### src/rtl/clk_meas_pkg.sv
// Shared definitions for the slow-clock measurement blocks: state encoding
// and default counter width / timeout, so dividers and meters agree.
package clk_meas_pkg;

    localparam int CNT_W_DEF          = 33;
    localparam int TIMEOUT_CYCLES_DEF = 200000;

    typedef enum logic [1:0] {
        S_IDLE = 2'd0,
        S_ARM  = 2'd1,
        S_MEAS = 2'd2,
        S_LOST = 2'd3
    } meas_state_e;

endpackage

### src/rtl/sync_edge_det.sv
// Multi-flop synchroniser for an asynchronous level, followed by a history
// flop that yields single-cycle rise/fall strobes in the local clock domain.
module sync_edge_det #(
    parameter int SYNC_STAGES = 2
) (
    input  logic clk_i,
    input  logic rst_ni,
    input  logic async_i,
    output logic sync_o,
    output logic rise_o,
    output logic fall_o
);

    logic [SYNC_STAGES-1:0] sync_q;
    logic                   hist_q;

    // Shift the asynchronous input through the synchroniser chain
    always_ff @(posedge clk_i or negedge rst_ni) begin
        if (!rst_ni) begin
            sync_q <= '0;
        end else begin
            sync_q <= {sync_q[SYNC_STAGES-2:0], async_i};
        end
    end

    // Remember the previous synchronised level for edge detection
    always_ff @(posedge clk_i or negedge rst_ni) begin
        if (!rst_ni) begin
            hist_q <= 1'b0;
        end else begin
            hist_q <= sync_q[SYNC_STAGES-1];
        end
    end

    assign sync_o = sync_q[SYNC_STAGES-1];
    assign rise_o = sync_o & ~hist_q;
    assign fall_o = ~sync_o & hist_q;

endmodule

### src/rtl/clk_period_meter.sv
// Measures the period (and optionally high time) of a slow asynchronous
// square wave in clk_in cycles, with loss-of-signal timeout.
// Optional feature macro: DUTY_MEAS_EN builds the high-time counter; when
// undefined high_out is tied to zero.
module clk_period_meter
    import clk_meas_pkg::*;
#(
    parameter int CNT_W          = CNT_W_DEF,
    parameter int TIMEOUT_CYCLES = TIMEOUT_CYCLES_DEF,
    parameter int SYNC_STAGES    = 2
) (
    input  logic             clk_in,
    input  logic             rst,
    input  logic             enable,
    input  logic             sig_in,
    output logic [CNT_W-1:0] period_out,
    output logic [CNT_W-1:0] high_out,
    output logic             meas_valid,
    output logic             timeout
);

    localparam logic [CNT_W-1:0] ONE   = CNT_W'(1);
    localparam logic [CNT_W-1:0] TO_V  = CNT_W'(TIMEOUT_CYCLES);
    localparam logic [CNT_W-1:0] TO_M1 = CNT_W'(TIMEOUT_CYCLES - 1);

    meas_state_e      state_q, state_d;
    logic [CNT_W-1:0] cnt_q, cnt_d;
    logic [CNT_W-1:0] period_q, period_d;
    logic             valid_q, valid_d;
    logic             timeout_q, timeout_d;

    logic sync_s;
    logic rise_s;
    logic fall_unused;
    logic arm_expired;
    logic meas_expired;

    sync_edge_det #(
        .SYNC_STAGES(SYNC_STAGES)
    ) u_sync (
        .clk_i  (clk_in),
        .rst_ni (rst),
        .async_i(sig_in),
        .sync_o (sync_s),
        .rise_o (rise_s),
        .fall_o (fall_unused)
    );

    // In ARM the counter counts waiting cycles from 0, so the last allowed
    // cycle is TIMEOUT-1; in MEASURE it starts at 1, so the limit is TIMEOUT.
    // A rise in the limit cycle always takes priority over the timeout.
    assign arm_expired  = (state_q == S_ARM)  && !rise_s && (cnt_q == TO_M1);
    assign meas_expired = (state_q == S_MEAS) && !rise_s && (cnt_q == TO_V);

    // State register
    always_ff @(posedge clk_in or negedge rst) begin
        if (!rst) begin
            state_q <= S_IDLE;
        end else begin
            state_q <= state_d;
        end
    end

    // Next-state selection; dropping enable overrides every other event
    always_comb begin
        state_d = state_q;
        if (!enable) begin
            state_d = S_IDLE;
        end else begin
            case (state_q)
                S_IDLE: state_d = S_ARM;
                S_ARM: begin
                    if (rise_s)           state_d = S_MEAS;
                    else if (arm_expired) state_d = S_LOST;
                end
                S_MEAS: if (meas_expired) state_d = S_LOST;
                S_LOST: if (rise_s)       state_d = S_MEAS;
                default: state_d = S_IDLE;
            endcase
        end
    end

    // Counter, result and status updates for the current state
    always_comb begin
        cnt_d     = cnt_q;
        period_d  = period_q;
        valid_d   = 1'b0;
        timeout_d = timeout_q;
        if (!enable) begin
            cnt_d     = '0;
            timeout_d = 1'b0;
        end else begin
            case (state_q)
                S_IDLE: begin
                    cnt_d     = '0;
                    timeout_d = 1'b0;
                end
                S_ARM: begin
                    if (rise_s) begin
                        cnt_d = ONE;
                    end else if (arm_expired) begin
                        cnt_d     = '0;
                        timeout_d = 1'b1;
                    end else begin
                        cnt_d = cnt_q + ONE;
                    end
                end
                S_MEAS: begin
                    if (rise_s) begin
                        period_d = cnt_q;
                        valid_d  = 1'b1;
                        cnt_d    = ONE;
                    end else if (meas_expired) begin
                        cnt_d     = '0;
                        timeout_d = 1'b1;
                    end else begin
                        cnt_d = cnt_q + ONE;
                    end
                end
                S_LOST: begin
                    if (rise_s) begin
                        cnt_d     = ONE;
                        timeout_d = 1'b0;
                    end
                end
                default: cnt_d = '0;
            endcase
        end
    end

    // Datapath and status registers
    always_ff @(posedge clk_in or negedge rst) begin
        if (!rst) begin
            cnt_q     <= '0;
            period_q  <= '0;
            valid_q   <= 1'b0;
            timeout_q <= 1'b0;
        end else begin
            cnt_q     <= cnt_d;
            period_q  <= period_d;
            valid_q   <= valid_d;
            timeout_q <= timeout_d;
        end
    end

    assign period_out = period_q;
    assign meas_valid = valid_q;
    assign timeout    = timeout_q;

`ifdef DUTY_MEAS_EN
    logic [CNT_W-1:0] hcnt_q, hcnt_d;
    logic [CNT_W-1:0] high_q, high_d;

    // High-time counter follows the period counter; the rise cycle itself
    // is high, hence the restart value of 1
    always_comb begin
        hcnt_d = hcnt_q;
        high_d = high_q;
        if (!enable) begin
            hcnt_d = '0;
        end else begin
            case (state_q)
                S_IDLE: hcnt_d = '0;
                S_ARM, S_LOST: hcnt_d = rise_s ? ONE : '0;
                S_MEAS: begin
                    if (rise_s) begin
                        high_d = hcnt_q;
                        hcnt_d = ONE;
                    end else if (meas_expired) begin
                        hcnt_d = '0;
                    end else begin
                        hcnt_d = hcnt_q + CNT_W'(sync_s);
                    end
                end
                default: hcnt_d = '0;
            endcase
        end
    end

    // High-time registers
    always_ff @(posedge clk_in or negedge rst) begin
        if (!rst) begin
            hcnt_q <= '0;
            high_q <= '0;
        end else begin
            hcnt_q <= hcnt_d;
            high_q <= high_d;
        end
    end

    assign high_out = high_q;
`else
    logic sync_unused;
    assign sync_unused = sync_s;
    assign high_out    = '0;
`endif

endmodule

### config.mk
export PLATFORM = sky130hd
export DESIGN_NAME = clk_period_meter
export DESIGN_NICKNAME = d
export VERILOG_FILES = /design/src/rtl/clk_meas_pkg.sv /design/src/rtl/sync_edge_det.sv /design/src/rtl/clk_period_meter.sv
export SDC_FILE = /design/constraint.sdc
export NUM_CORES = 1
export LEC_CHECK = 0
export ABC_AREA = 1
export ABC_CLOCK_PERIOD_IN_PS = 2180
export CAP_MARGIN = 20
export CORE_UTILIZATION = 53
export CTS_CLUSTER_SIZE = 10
export DETAILED_ROUTE_END_ITERATION = 12
export GPL_TIMING_DRIVEN = 1
export PLACE_DENSITY = 0.91
export REMOVE_ABC_BUFFERS = 1
export SYNTH_ARGS = -nofsm -noshare
export SYNTH_HDL_FRONTEND = slang
export SYNTH_SLANG_ARGS = --single-unit
### constraint.sdc
create_clock -name clk_in -period 2.18 [get_ports clk_in]
set_input_delay 0.218 -clock clk_in [delete_from_list [all_inputs] [get_ports clk_in]]
set_output_delay 0.218 -clock clk_in [all_outputs]
set_load 0.005 [all_outputs]
==> results by group <==
Worst hold path
  – Hold Startpoint: sig_in
  – Hold WC Path Type: in -> reg

Power
  – Power per cell area: 664.9 nW/µm²
  – Final Power: ~3100 µW
  – Worst vdd ir: between 0.5 and 0.6 mV
  – Leak Pwr: 0.002143 µW

Layout
  – Final Non-Filler Cells: 664
  – P&R area growth vs syn: 15.68%
  – Area of the multi-input gates: 1739 µm²
  – Filler instances: 636
  – Antenna fix cells: 0
  – Layout cells sized above 1: 0.07434
  – Sequential cell area: 1827 µm²
  – Finished Cell Area: around 4600 µm²
  – Final #Nets: 570

STA
  – Pins Over Slew Limit: 0
  – RSZ-0062 raised after global routing: false
  – Setup TNS: 0 ns
  – Clock skew: 0.01380 ns
  – Fin crit share: 0.9263
  – Hold_ws: 0.3114 ns
  – Post-layout minimum cycle time: ~2 ns
  – Setup-failing EPs final: 0
  – Fmax: 495.2 MHz
  – Final Hold Vio Count: 0

Synthesis
  – Post-synthesis area per instance: 7.763 µm²
  – Ys async rst share: 1.000
  – Sequential element share of the synthesized area: 0.4587
  – Count leader, synth: nand2_1
  – Seq cells post-synth: 73
  – Synth top area share: 0.4587
  – Post-synth cell types: 33
  – Synth area leaders: dfrtp_1 46%, nand2_1 12%, buf_4 6.2%
  – Yosys warnings: 0
  – Top post-synthesis cells by count: 124 x nand2_1, 73 x dfrtp_1, 64 x inv_1
  – Number of synthesized flops with an enable pin: 0
  – Largest area contributor in the netlist: dfrtp_1
  – Post-Syn Area: 3983 µm²
  – Cell count after synthesis: 513
  – Main flop type after synthesis: dfrtp_1

Worst setup path
  – Critical Path Source: state_q[0]
  – Crit. End Element: flip-flop
  – Setup Crit Path Kind: reg -> reg
  – Critical path, cell by cell: inv_1, ha_1, inv_1, a21oi_1, nand3_1, nor2_1, nand2_1, nand2_1, nand2_2, nand2_2, nand2_4, inv_4, nor2_1
  – Arr. time, crit path: around 2.3 ns
  – Required @ worst endpoint: 2.41 ns
  – Crit path max fanout: 19
  – Crit start category: flip-flop
  – FF-to-FF Start: state_q[0]
  – Largest stage delay on the critical path: between 0.4 and 0.5 ns
  – Highest-delay cell along the critical path: dfrtp_1

Global route
  – Grt total ovfl: 0
  – GRT Total Usage: 0.2444
  – Largest net degree at the start of global routing: 74
  – Initial antenna violation count: 0
  – Global-route wire length before repair: 14800 µm
  – Number of global-route vias before repair: ~3300

Placement
  – Cells after DPL: 647
  – Port Buf Inserts: 38
  – Routability Congestion: 0.9194
  – Hpwl dp: 6153 µm
  – Placed instance area: 4380 µm²

Clocking
  – TritonCTS Sinks: 73
  – Clock tree root driver cell: clkbuf_8
  – Clk slew on worst S/H paths: about 0.070 ns
  – CTS Buffer Depth: 2
  – CTS Buf Count: 9
  – CTS tree: built
  – Clock Latency Late Sink: 0.36 ns
  – H-tree depth: 3

Route
  – Avg WL per Cell: around 13 µm
  – Drt first pass iters: 5
  – Post-DRT Antenna Nets: 0
  – Number of DRC markers in iteration 0: roughly 280
  – DRC viols: 0
  – Vias per inst: 5.182
  – DR vias: between 3000 and 4000
  – Final WL: 8593 µm

Die
  – I/O pins: 72
  – Total die area: 7865 µm²
  – Initial Util: 0.5491
  – Core Region: 7253 µm²
  – Die Wd: 88.69 µm
  – Chip height: 88.69 µm
  – FP Rows: 31

Flow run
  – Max cap viols: 0

Outcome
  – Run status: completed
-- state kept, by name (all words and copies together) (netlist names) --
name	count
period_out	33
state_q	2
cnt_q	33
u_sync.sync_q	2
meas_valid	1
u_sync.hist_q	1
timeout	1
-- cells in the final DEF, fill, tap and decap left out, types with 2 or more instances in the layout --
cell type / instances
clkinv_2: 5
clkbuf_8: 9
nand4_1: 8
nand2_2: 3
clkdlybuf4s50_1: 37
nor3_4: 2
nor4_1: 2
bufinv_16: 2
ha_1: 6
nor2_1: 57
nand3_1: 30
nor2_4: 3
nor3_1: 20
nand3_2: 2
a21oi_1: 13
o21ai_0: 37
nand2_1: 124
o22ai_1: 3
xor2_1: 10
nor2_2: 2
buf_4: 7
dfrtp_1: 73
inv_1: 64
conb_1: 33
-- cell families (layout without fill, tap and decap cells) --
logic type	after synthesis	after routing	share of synthesized area
DFF	73	73	0.4587
and+or+nand+nor	258	258	0.2906
other	1	33	0.0009416
adders and majority gates	6	6	0.01885
AOI/OAI and AO/OA	56	56	0.07226
xor gates and xnor gates	10	10	0.02199
buffers and inverters	109	129	0.1367
-- stage by stage --
stage | setup WS, ns | utilization
after detailed placement | 0.1240 | 0.6039
after floorplan | 0.2831 | -
after global routing | 0.003148 | 0.6352
after global placement | 0.2170 | 0.6039
final | 0.1606 | 0.6352
after CTS | 0.1833 | 0.6341
-- cell type report --
| cell class | instances | share of cell area |
|---|---|---|
| Clock buffer | 9 | 0.02689 |
| Tap cell | 99 | 0.02689 |
| Clock inverter | 7 | 0.01847 |
| Multi-Input combinational cell | 363 | 0.3775 |
| Inverter | 66 | 0.05432 |
| Timing Repair Buffer | 47 | 0.09940 |
| Sequential cell | 73 | 0.3965 |
-- worst paths after layout --
check	slack, ns	to	cells after the start
worst max-delay path	0.16	cnt_q[20]	13
worst min-delay path	0.31	u_sync.sync_q[0]	1
worst max register to register	0.16	cnt_q[20]	13
worst min register to register	0.36	u_sync.sync_q[1]	0
max in group asynchronous	1.44	period_out[19]	3
min in group asynchronous	0.43	cnt_q[31]	3
-- power breakdown --
group	total, µW	internal, µW	switching, µW
clock	1130	634	496
combinational	503	167	336
sequential	1430	1390	36.3
-- worst max-delay path: cells and delay by family, from the launching register on --
family          cells  cell delay (ns)
flops               1             0.42
buf+inv             3             0.36
fa+ha+maj           1             0.22
simple gates        8             0.69
compound gates      1             0.19
-- timing repair --
action	4_1_cts	5_1_grt
hold buffers	1	0
setup buffers	0	0
setup endpoints to repair	0	2
resized for setup	0	2
hold endpoints to repair	73	0
-- metal layers --
layer | GRT usage | vias to the layer above | part of all wire
li1 | - | 1653 | -
met1 | 0.3119 | 1616 | 0.43
met2 | 0.4000 | 150 | 0.48
met3 | 0.04571 | 22 | 0.059
met4 | 0.1217 | 0 | 0.026
met5 | 0 | - | 0
No activity file was read; power rests on OpenSTA's default activity.
